===== config.mk =====
export PLATFORM = sky130hd
export DESIGN_NAME = craft_stream_loader
export DESIGN_NICKNAME = d
export VERILOG_FILES = /design/src/rtl/craft_stream_loader.sv
export SDC_FILE = /design/constraint.sdc
export NUM_CORES = 1
export LEC_CHECK = 0
export BUFFER_PORTS_ARGS = -buffer_cell sky130_fd_sc_hd__buf_2
export CAP_MARGIN = 25
export CORE_MARGIN = 5
export CORE_UTILIZATION = 28
export DETAILED_ROUTE_END_ITERATION = 7
export SYNTH_ARGS = -nofsm -noshare
export SYNTH_HDL_FRONTEND = slang
export SYNTH_SLANG_ARGS = --single-unit

===== constraint.sdc =====
create_clock -name clk -period 10.66 [get_ports clk]
set_input_delay 2.132 -clock clk [delete_from_list [all_inputs] [get_ports clk]]
set_output_delay 2.132 -clock clk [all_outputs]
set_load 0.005 [all_outputs]

===== src/rtl/craft_stream_loader.sv =====
// Stream front end for the CRAFT core: gathers 8 input words into key/tweak/plaintext,
// holds the core in reset for two cycles, waits for done and returns the ciphertext as two words.
module craft_stream_loader #(
   parameter int TIMEOUT = 64
) (
   input  logic         clk,
   input  logic         rst,
   input  logic         s_valid,
   output logic         s_ready,
   input  logic [31:0]  s_data,
   output logic         m_valid,
   input  logic         m_ready,
   output logic [31:0]  m_data,
   output logic         core_rst_n,
   output logic [63:0]  core_plaintext,
   output logic [63:0]  core_tweak,
   output logic [127:0] core_key,
   input  logic         core_done,
   input  logic [63:0]  core_ciphertext,
   output logic         busy,
   output logic         err
);
   localparam int CW = $clog2(TIMEOUT + 1);

   typedef enum logic [2:0] {LOAD, PRIME, RUN, OUT_HI, OUT_LO} state_t;

   state_t         state, state_nx;
   logic [2:0]     widx;
   logic           prime_cnt;
   logic [CW-1:0]  to_cnt;
   logic [63:0]    ct_q;
   logic           s_fire;
   logic           to_hit;

   assign s_fire = s_valid && s_ready;
   assign to_hit = (to_cnt == CW'(TIMEOUT - 1));
   assign busy   = (state != LOAD);

   always_ff @(posedge clk or posedge rst) begin
      if (rst) state <= LOAD;
      else     state <= state_nx;
   end

   always_comb begin
      state_nx   = state;
      s_ready    = 1'b0;
      m_valid    = 1'b0;
      m_data     = '0;
      core_rst_n = 1'b0;
      case (state)
         LOAD: begin
            s_ready = !rst;
            if (s_valid && widx == 3'd7) state_nx = PRIME;
         end
         PRIME: begin
            if (prime_cnt) state_nx = RUN;
         end
         RUN: begin
            core_rst_n = 1'b1;
            if (core_done)   state_nx = OUT_HI;
            else if (to_hit) state_nx = LOAD;
         end
         OUT_HI: begin
            core_rst_n = 1'b1;
            m_valid    = 1'b1;
            m_data     = ct_q[63:32];
            if (m_ready) state_nx = OUT_LO;
         end
         OUT_LO: begin
            core_rst_n = 1'b1;
            m_valid    = 1'b1;
            m_data     = ct_q[31:0];
            if (m_ready) state_nx = LOAD;
         end
         default: state_nx = LOAD;
      endcase
   end

   // widx wraps 7 -> 0 on the final word, ready for the next block
   always_ff @(posedge clk or posedge rst) begin
      if (rst) begin
         widx           <= '0;
         prime_cnt      <= 1'b0;
         to_cnt         <= '0;
         ct_q           <= '0;
         err            <= 1'b0;
         core_key       <= '0;
         core_tweak     <= '0;
         core_plaintext <= '0;
      end else begin
         if (s_fire) begin
            widx <= widx + 3'd1;
            case (widx)
               3'd0: core_key[127:96]     <= s_data;
               3'd1: core_key[95:64]      <= s_data;
               3'd2: core_key[63:32]      <= s_data;
               3'd3: core_key[31:0]       <= s_data;
               3'd4: core_tweak[63:32]    <= s_data;
               3'd5: core_tweak[31:0]     <= s_data;
               3'd6: core_plaintext[63:32] <= s_data;
               default: core_plaintext[31:0] <= s_data;
            endcase
         end
         prime_cnt <= (state == PRIME) ? ~prime_cnt : 1'b0;
         to_cnt    <= (state == RUN) ? to_cnt + 1'b1 : '0;
         if (state == RUN && core_done)            ct_q <= core_ciphertext;
         if (state == RUN && !core_done && to_hit) err  <= 1'b1;
      end
   end

endmodule


---- Word level (Yosys, flattened, before mapping) ----
Cells that the tools add are included.
word-level totals
  bits in registers ....................... 335
  bits of input ports ..................... 101
  logic and storage cells ................. 70
cells by class
  $add $sub $neg .......................... 2
  eq/ne operators ......................... 17
  multiplexer cells ....................... 13
  bitwise operators ....................... 2
  reductions and logical operators ........ 22
operator list
  cell                                                                   count
  32-bit case mux with 2 select lines                                    1
  3-bit two-way mux                                                      6
  2-bit AND reduction                                                    8
  3-bit equality test, second input constant                             5
  3-bit case mux with 5 select lines                                     1
  3-bit by 2-bit equality test with 1-bit output, second input constant  4
  2-bit inequality test, second input constant                           4
  7-bit by 1-bit adder with 7-bit output, second input constant          1
  7-bit by 6-bit equality test with 1-bit output, second input constant  1
  7-bit two-way mux                                                      1
  7-bit OR reduction                                                     1
  3-bit by 1-bit equality test with 1-bit output, second input constant  2
  3-bit zero test                                                        2
  1-bit logical AND                                                      5
  5-bit AND reduction                                                    1
  1-bit two-way mux                                                      4
  3-bit by 1-bit adder with 3-bit output, second input constant          1
  3-bit inequality test, second input constant                           1
  3-bit nonzero test                                                     1
  3-bit OR reduction                                                     1
  1-bit zero test                                                        2
  1-bit inverter                                                         2
  2-bit OR reduction                                                     1

---- Longest topological paths before layout ----
Gate-level depths: netlist of the first run.
  word-level depth ........................ 4
  mapped depth ............................ 8
  mapped depth without buffers ............ 6

---- Worst setup path before layout of the first run ----
Ideal clock, no wire load.
  path type ............................... input to output
  start point ............................. input port rst
  end point ............................... output port s_ready
  data arrival time ....................... 2238 ps
  required time ........................... 8528 ps
  path slack .............................. 6290 ps
  stages on the path ...................... 1
  path through ............................ nor2_1
between the ends
  word-level cells in the longest chain between the ends .. 2
ends and longest elaborated chain
  what                       line  text
  start, declared            7     input logic rst,
  1-bit zero test (no line)  -
  1-bit two-way mux          50    case (state)
  end, declared              9     output logic s_ready,
No other way between the ends.

---- Worst setup path in the final report of the first run ----
Same ends and word-level chain as after synthesis.

==> results of run 1 <==
==> registers in the layout, indices dropped and copies added (netlist names) <==
| signal | count |
|---|---|
| ct_q | 64 |
| to_cnt | 7 |
| err | 1 |
| prime_cnt | 1 |
| state | 3 |
| core_plaintext | 64 |
| core_tweak | 64 |
| core_key | 128 |
| widx | 3 |
==> cells in the mapped netlist <==
| cell type | count | area (µm²) |
|---|---|---|
| xor2_1 | 2 | 17.5 |
| a21o_1 | 1 | 7.51 |
| nor3_1 | 3 | 15.0 |
| buf_1 | 3 | 11.3 |
| o21ai_0 | 3 | 15.0 |
| nor2_2 | 1 | 6.26 |
| and2_1 | 1 | 6.26 |
| clkbuf_2 | 3 | 15.0 |
| ha_1 | 7 | 87.6 |
| nor2_4 | 1 | 11.3 |
| nor3b_1 | 1 | 7.51 |
| mux4_2 | 1 | 22.5 |
| nor4b_1 | 1 | 8.76 |
| and3_1 | 3 | 18.8 |
| buf_4 | 18 | 135 |
| nand2b_1 | 2 | 12.5 |
| buf_2 | 7 | 35.0 |
| dfrtp_1 | 335 | 8380 |
| nand3_1 | 3 | 15.0 |
| mux2_2 | 310 | 3490 |
| a22o_1 | 32 | 280 |
| or2_2 | 2 | 12.5 |
| xnor2_1 | 2 | 17.5 |
| nor3_4 | 1 | 16.3 |
| o32ai_1 | 1 | 8.76 |
| a21oi_1 | 4 | 20.0 |
| nor2_1 | 12 | 45.0 |
| clkbuf_1 | 8 | 30.0 |
| buf_6 | 4 | 45.0 |
| mux2_1 | 11 | 124 |
| or2_4 | 1 | 8.76 |
| nor2b_1 | 1 | 6.26 |
| o21a_1 | 1 | 7.51 |
| nand2_1 | 10 | 37.5 |
| or3_1 | 2 | 12.5 |
| inv_1 | 6 | 22.5 |
==> power breakdown <==
part | leakage (nW) | internal (mW) | switching (mW)
registers | 4.23 | 1.86 | 0.298
logic | 3.64 | 0.842 | 0.619
clock network | 0.601 | 0.746 | 0.516
==> cells by family after synthesis <==
logic type      Yosys count
mux                     322
compound gates           42
flops                   335
xor+xnor                  4
simple gates             45
buf+inv                  49
fa+ha+maj                 7
==> metal layers <==
metal / vias to the layer above / global-route usage [%] / share of wire [%]
met5: - / 0 / 0.031
met4: 2 / 3.61 / 2.0
met3: 45 / 4.06 / 6.7
met2: 217 / 22.5 / 50
met1: 4149 / 17.4 / 42
li1: 3672 / - / -
==> through the flow <==
stage	cell area (µm²)	hold slack (ps)	std cells	util, %
6_report	16800	456	1840	36.4
4_1_cts	16800	457	1840	36.4
3_3_place_gp	15600	437	1774	33.8
5_1_grt	16800	472	1840	36.4
2_1_floorplan	13000	427	804	-
3_5_place_dp	15600	441	1774	33.8
==> cell type report <==
type | instances | area (µm²) | area share, %
clock buffer | 55 | 1110 | 6.57
clock inverter | 11 | 106 | 0.632
inverter | 6 | 26.3 | 0.156
multi-input combinational | 420 | 4360 | 25.9
sequential | 335 | 8380 | 49.8
tap | 607 | 759 | 4.51
timing repair buffer | 406 | 2090 | 12.4
==> how the worst min path moves through the flow <==
stage / startpoint / endpoint / cells after the start
after floorplan: prime_cnt$_DFF_PP0_ / prime_cnt$_DFF_PP0_ / 1
after global placement: err$_DFFE_PP0P_ / err$_DFFE_PP0P_ / 1
after detailed placement: err$_DFFE_PP0P_ / err$_DFFE_PP0P_ / 1
after CTS: err$_DFFE_PP0P_ / err$_DFFE_PP0P_ / 1
after global routing: err$_DFFE_PP0P_ / err$_DFFE_PP0P_ / 1
final: err$_DFFE_PP0P_ / err$_DFFE_PP0P_ / 1
==> flow_summary_export.csv, run 1 <==
group,metric,value,unit
outcome,status,"complete, no violations",
clock_tree,cts.clk_slew.worst_paths,60,ps
worst_setup_path,crit_start,"rst",
worst_setup_path,cp_max_fo,3,
routing,avgRoutedWirePerCell,19.3,µm
routing,final_antenna_net_count,0,
timing,final_min_period_over_clock_period,43.3,%
clock_tree,cts_sinks,335,
placement,hpwl,24200,µm
worst_setup_path,cpMostUsedCell,"buf_2",
cells_and_area,antennaDiodeCount,0,
worst_setup_path,endpoint,"s_ready",
timing,worst_pin_slew,946,ps
logic_synthesis,syn_nets,912,
global_routing,grt_max_degree,167,
worst_setup_path,cp.buffers_inverters,2,
logic_synthesis,synthAdderAreaFrac,0.673,%
routing,vias,8085,
logic_synthesis,syn_area,13000,µm²
worst_setup_path,ff2ff_setup_slack,7670,ps
timing,rsz0062_at_grt,"no",
logic_synthesis,yosysSeqAreaShare,64.4,%
global_routing,grt_use_total,13.6,%
clock_tree,root_buffer,"clkbuf_16",
run,cap_viol_max_count,0,
clock_tree,insertion_delay,540,ps
cells_and_area,layout-drive-gt1-share,64.0,%
cells_and_area,final_cell_mix,"393 x buf_2, 335 x dfrtp_1, 310 x mux2_2",
timing,fin_crit,4610,ps
worst_setup_path,slowest_delay,130,ps
power,max-vdd-ir-drop,0.154,mV
global_routing,grt_pass1_vias,8567,
timing,clock_skew,11.2,ps
routing,viasPerCell,4.39,
timing,timing.final.ws_setup,6050,ps
clock_tree,hold_buffers,0,
die,io_pins,394,
logic_synthesis,synthCells,804,
clock_tree,cts_setup_buffers,0,
routing,drt_iter0_markers,283,
cells_and_area,final_nets,1315,
die,core_area,46300,µm²
logic_synthesis,synth_top_family_by_area,"multiplexers",
global_routing,grt_antenna_before_repair,1,
worst_setup_path,r2r.worst_path.cells,5,
die,dieWidth,226,µm
worst_setup_path,timing.rr.end,"core_plaintext[13]$_DFFE_PP0P_",
logic_synthesis,yosys.area_share.simple,1.85,%
logic_synthesis,synth_cell_types,36,
logic_synthesis,yosysWarningCount,0,
worst_setup_path,reg2reg_from,"state[0]$_DFFE_PP0P_",
timing,hold_viol_final,0,
worst_setup_path,start_kind,"input pin",
logic_synthesis,avgSynthCellArea,16.2,µm²
cells_and_area,final_common_cell,"buf_2",
hold_path,hp-class,"register to register",
die,floorplan.initialDensity,28.1,%
placement,place_congestion,0.729,
routing,firstDrtPassIters,4,
worst_setup_path,crit_type,"input pin to output pin",
worst_setup_path,crit_family,"buffers and inverters",
timing,slew_headroom,36.9,%
placement,pre_cts_ws,5980,ps
logic_synthesis,synth-xor-area-share,0.269,%
routing,drc,0,
clock_tree,htree_levels,2,
timing,max_freq,217,MHz
power,p_total,4.88,mW
power,p_leak,8.46,nW
worst_setup_path,crit_cells,3,
clock_tree,cts_buffer_depth,3,
timing,setup_tns,0,ps
clock_tree,cts_made_buffers,38,
worst_setup_path,crit_arrival,2480,ps
clock_tree,post_cts_resize_count,0,
routing,routed_wl,35400,µm
logic_synthesis,synth_compound_area_share,2.61,%
logic_synthesis,ys_ff_latch,335,
worst_setup_path,cp.required,8530,ps
global_routing,grt_remaining_overflow,0,
cells_and_area,area_growth,29.3,%
clock_tree,cts_tree,"yes",
global_routing,grt_pass1_wl,53600,µm
power,power_density,290,nW/µm²
die,chipHeight,226,µm
timing,setup_viol,0,
worst_setup_path,crit_path_end_kind,"output pin",
worst_setup_path,worst_path_max_delay_cell,"buf_2",
timing,finalMaxSlewViolations,0,
logic_synthesis,muxShareOfSynthArea,27.9,%
cells_and_area,fillCellCount,4468,
die,die-area,50900,µm²
die,rows,79,
placement,io_buffers,393,
worst_setup_path,crit_chain,"buf_2 > nor2_1 > buf_2",
No activity file was read; power rests on OpenSTA's default activity.
==> run 2: changes to the inputs <==
clock period = 4 ns   (was 10.66 ns; I/O delays follow)
==> flow_summary_export.csv, run 2 (same netlist as run 1, synthesis figures left out) <==
group,metric,value,unit
outcome,status,"complete, no violations",
cells_and_area,final_nets,1319,
timing,setup_tns,0,ps
global_routing,grt_pass1_vias,8833,
global_routing,grt_pass1_wl,55300,µm
cells_and_area,multi_input_area,4360,µm²
clock_tree,cts_tree,"yes",
global_routing,grt_busiest_layer,"met2",
die,dieWidth,226,µm
timing,slew_headroom,43.7,%
global_routing,grt_remaining_overflow,0,
timing,clock_skew,22.1,ps
hold_path,hp-class,"input pin to asynchronous set/reset pin",
cells_and_area,area_growth,30.5,%
clock_tree,cts_buffer_depth,3,
timing,setup_viol,0,
clock_tree,post_cts_resize_count,0,
global_routing,grtUsageMet1,17.5,%
worst_setup_path,start_kind,"register",
worst_setup_path,cp.required,3200,ps
timing,hold_viol_final,0,
timing,rsz0062_at_grt,"no",
global_routing,grt_use_total,14.0,%
routing,final_antenna_net_count,0,
worst_setup_path,crit_path_end_kind,"output pin",
placement,io_buffers,393,
global_routing,grt_antenna_before_repair,0,
power,p_leak,8.54,nW
placement,hpwl,25400,µm
die,io_pins,394,
routing,vias,8279,
cells_and_area,largest_register_ffs,128,
worst_setup_path,worst_path_max_delay_cell,"dfrtp_1",
clock_tree,insertion_delay,540,ps
global_routing,grt_max_degree,95,
cells_and_area,seqCellArea,8380,µm²
clock_tree,hold_buffers,0,
timing,finalMaxSlewViolations,0,
power,power_density,776,nW/µm²
timing,worst_pin_slew,844,ps
worst_setup_path,crit_chain,"nor2b_1 > and2_1 > buf_4 > a22o_1 > buf_2",
routing,routed_wl,36200,µm
die,rows,79,
placement,place_congestion,0.758,
clock_tree,cts.clk_slew.worst_paths,60,ps
cells_and_area,stdcell_count,1848,
worst_setup_path,slowest_delay,460,ps
timing,max_freq,342,MHz
timing,final_min_period_over_clock_period,73.2,%
cells_and_area,final_common_cell,"buf_2",
cells_and_area,largest_register,"core_key",
clock_tree,cts_made_buffers,38,
die,core_area,46300,µm²
routing,drt_iter0_markers,352,
clock_tree,cts_setup_buffers,0,
power,max-vdd-ir-drop,0.420,mV
cells_and_area,final_cell_mix,"393 x buf_2, 335 x dfrtp_1, 310 x mux2_2",
cells_and_area,final_core_util,36.7,%
worst_setup_path,crit_arrival,2130,ps
timing,fin_crit,2930,ps
die,floorplan.initialDensity,28.1,%
worst_setup_path,cp_max_fo,34,
global_routing,grt.met2_usage,23.8,%
routing,viasPerCell,4.48,
die,die-area,50900,µm²
die,chipHeight,226,µm
routing,drc,0,
timing,hold_slack,398,ps
global_routing,use_met3,3.18,%
cells_and_area,fillCellCount,4537,
clock_tree,htree_levels,2,
clock_tree,root_buffer,"clkbuf_16",
run,cap_viol_max_count,0,
placement,post-place-cells,1778,
cells_and_area,layout-drive-gt1-share,64.5,%
routing,firstDrtPassIters,4,
routing,avgRoutedWirePerCell,19.6,µm
clock_tree,cts_sinks,335,
worst_setup_path,crit_type,"register to output pin",
-- run 2: changes by cell type in the layout (fill, tap and decap cells not counted), sizes merged --
| cell | before | now |
|---|---|---|
| bufinv | 1 | 2 |
| clkinvlp | 1 | 3 |
| buf | 406 | 410 |
| diode | 0 | 1 |
| clkbuf | 55 | 53 |
| inv | 5 | 7 |
-- run 2: final timing paths --
path	startpoint	to	slack (ps)	cells after the start
setup reg to reg	state[0]$_DFFE_PP0P_	core_plaintext[62]$_DFFE_PP0P_	1290	5
max in group asynchronous	rst	core_plaintext[7]$_DFFE_PP0P_	2620	3
min in group clk	to_cnt[0]$_DFF_PP0_	to_cnt[0]$_DFF_PP0_	460	1
hold / removal	rst	state[2]$_DFFE_PP0P_	400	2
hold reg to reg	to_cnt[0]$_DFF_PP0_	to_cnt[0]$_DFF_PP0_	460	1
setup / recovery	state[1]$_DFFE_PP0P_	m_data[28]	1070	5
-- run 2: cell type report --
type,instances,area share (%)
antenna,1,0.0147
clock buffer,53,6.58
clock inverter,16,1.00
inverter,6,0.155
multi-input combinational,420,25.7
sequential,335,49.3
tap,607,4.47
timing repair buffer,410,12.8
-- run 2: worst max-delay path: cells and delay by family (launching register included) --
family	cells	cell delay (ps)
compound gates	1	230
buf+inv	2	480
flops	1	460
simple gates	2	380
-- run 2: stage by stage --
stage	setup slack (ps)	area [µm²]	total power, mW
2_1_floorplan	-1280	13000	7.75
3_3_place_gp	1000	15700	9.68
3_5_place_dp	1060	15700	9.86
4_1_cts	1030	17000	13.5
5_1_grt	875	17000	14.0
6_report	1070	17000	13.2
-- run 2: metal layers --
layer,vias to the layer above,part of all wire [%]
met5,-,0
met4,0,2.7
met3,56,5.8
met2,236,51
met1,4284,41
li1,3703,-
-- run 2: where the power goes --
group	switching (mW)	leakage, nW	internal (mW)	total, mW
Combinational	1.67	3.67	2.25	3.93
Sequential	0.807	4.23	4.96	5.76
Clock	1.40	0.637	2.10	3.50
Total	3.88	8.54	9.31	13.2
==> run 3: changes to the inputs <==
clock period = 2.9 ns   (was 4 ns; I/O delays follow)
==> flow_summary_export.csv, run 3 (same netlist as run 1, synthesis figures left out) <==
group,metric,value,unit
clock_tree,cts_setup_buffers,0,
run,cap_viol_max_count,0,
placement,place_area,15800,µm²
placement,hpwl,25000,µm
cells_and_area,final_core_util,37.0,%
routing,vias,8268,
worst_setup_path,slowest_delay,460,ps
worst_setup_path,cp.buffers_inverters,2,
die,dieWidth,226,µm
global_routing,grt_remaining_overflow,0,
timing,hold_slack,276,ps
worst_setup_path,start_kind,"register",
die,chipHeight,226,µm
routing,viasPerCell,4.46,
die,io_pins,394,
cells_and_area,area_growth,31.4,%
placement,place_congestion,0.733,
timing,clock_skew,16.5,ps
timing,final_min_period_over_clock_period,92.6,%
worst_setup_path,worst_path_max_delay_cell,"dfrtp_1",
power,power_density,1070,nW/µm²
worst_setup_path,crit_arrival,2110,ps
clock_tree,insertion_delay,530,ps
cells_and_area,antennaDiodeCount,0,
global_routing,grt_use_total,13.9,%
routing,routed_wl,36200,µm
cells_and_area,final_cell_mix,"393 x buf_2, 335 x dfrtp_1, 310 x mux2_2",
worst_setup_path,crit_path_end_kind,"output pin",
timing,fin_crit,2690,ps
cells_and_area,largest_register,"core_key",
cells_and_area,final_nets,1326,
timing,hold_viol_final,0,
cells_and_area,largest_register_ffs,128,
routing,final_antenna_net_count,0,
routing,drc,0,
clock_tree,cts_tree,"yes",
cells_and_area,fin_area,17100,µm²
placement,post-place-cells,1784,
power,max-vdd-ir-drop,0.494,mV
placement,pre_cts_ws,446,ps
routing,firstDrtPassIters,4,
timing,setup_viol,0,
clock_tree,cts.clk_slew.worst_paths,60,ps
global_routing,grt_pass1_wl,55100,µm
placement,io_buffers,393,
worst_setup_path,cp.required,2320,ps
worst_setup_path,crit_family,"simple AND/OR/NAND/NOR gates",
timing,timing.final.ws_setup,213,ps
timing,max_freq,372,MHz
clock_tree,cts_sinks,335,
global_routing,grt_max_degree,149,
clock_tree,cts_buffer_depth,3,
outcome,status,"complete, no violations",
cells_and_area,final_common_cell,"buf_2",
power,p_leak,8.59,nW
hold_path,hp-class,"input pin to register",
global_routing,grt_antenna_before_repair,1,
global_routing,grt_pass1_vias,8853,
routing,avgRoutedWirePerCell,19.5,µm
timing,slew_headroom,43.8,%
clock_tree,cts_made_buffers,38,
die,floorplan.initialDensity,28.1,%
clock_tree,htree_levels,2,
die,core_area,46300,µm²
worst_setup_path,crit_chain,"nor2b_1 > and2_2 > buf_12 > a22o_1 > buf_2",
clock_tree,root_buffer,"clkbuf_16",
timing,rsz0062_at_grt,"no",
routing,drt_iter0_markers,346,
die,rows,79,
worst_setup_path,crit_type,"register to output pin",
worst_setup_path,cp_max_fo,26,
timing,worst_pin_slew,844,ps
cells_and_area,layout-drive-gt1-share,64.4,%
timing,finalMaxSlewViolations,0,
die,die-area,50900,µm²
cells_and_area,stdcell_count,1853,
cells_and_area,fillCellCount,4445,
## run 3: cell count changes in the layout (fill, tap and decap cells not counted), moves of 3 or more
cell and change:
buf_12 +6, clkinv_2 -3, clkbuf_8 +3, clkbuf_1 +3
## run 3: stage by stage
| step | TNS, ps | power (mW) |
|---|---|---|
| 6_report | 0 | 18.2 |
| 5_1_grt | 0 | 19.4 |
| 3_3_place_gp | 0 | 13.4 |
| 3_5_place_dp | 0 | 13.6 |
| 2_1_floorplan | -722460 | 10.7 |
| 4_1_cts | 0 | 18.6 |
## run 3: layout make-up
class | instances | area [µm²] | share of cell area (%)
inverters | 6 | 26.3 | 0.154
repair buffers | 417 | 2300 | 13.4
flip-flops and latches | 335 | 8380 | 49.0
clock buffers | 59 | 1170 | 6.85
well taps | 607 | 759 | 4.44
multi-input cells | 420 | 4360 | 25.5
clock inverters | 9 | 103 | 0.600
## run 3: layer usage
layer | part of all wire (%) | vias up | track usage (%)
li1 | - | 3716 | -
met1 | 41 | 4252 | 17.7
met2 | 50 | 231 | 23.2
met3 | 6.0 | 67 | 3.28
met4 | 2.9 | 2 | 5.10
met5 | 0.036 | - | 0
## run 3: report_power, final
part           leakage [nW]  switching, mW  internal, mW  total (mW)
Combinational          3.73           2.28          3.14        5.42
Sequential             4.23           1.12          6.84        7.95
Clock                 0.633           1.89          2.95        4.85
## run 3: path summary, 6_finish.rpt
path	slack, ps	startpoint	to	depth (start not counted)
min in group asynchronous	540	rst	widx[2]$_DFFE_PP0P_	3
max in group asynchronous	1310	rst	core_key[82]$_DFFE_PP0P_	4
worst min register to register	460	err$_DFFE_PP0P_	err$_DFFE_PP0P_	1
worst max-delay path	210	state[1]$_DFFE_PP0P_	m_data[1]	5
worst max register to register	450	state[0]$_DFFE_PP0P_	core_plaintext[18]$_DFFE_PP0P_	5
worst min-delay path	280	core_ciphertext[21]	ct_q[21]$_DFFE_PP0N_	2
## run 3: repair_timing
action,CTS,global route
endpoints found under the setup margin,8,0
endpoints found under the hold margin,1,0
hold buffers,1,0
resized for setup,1,0
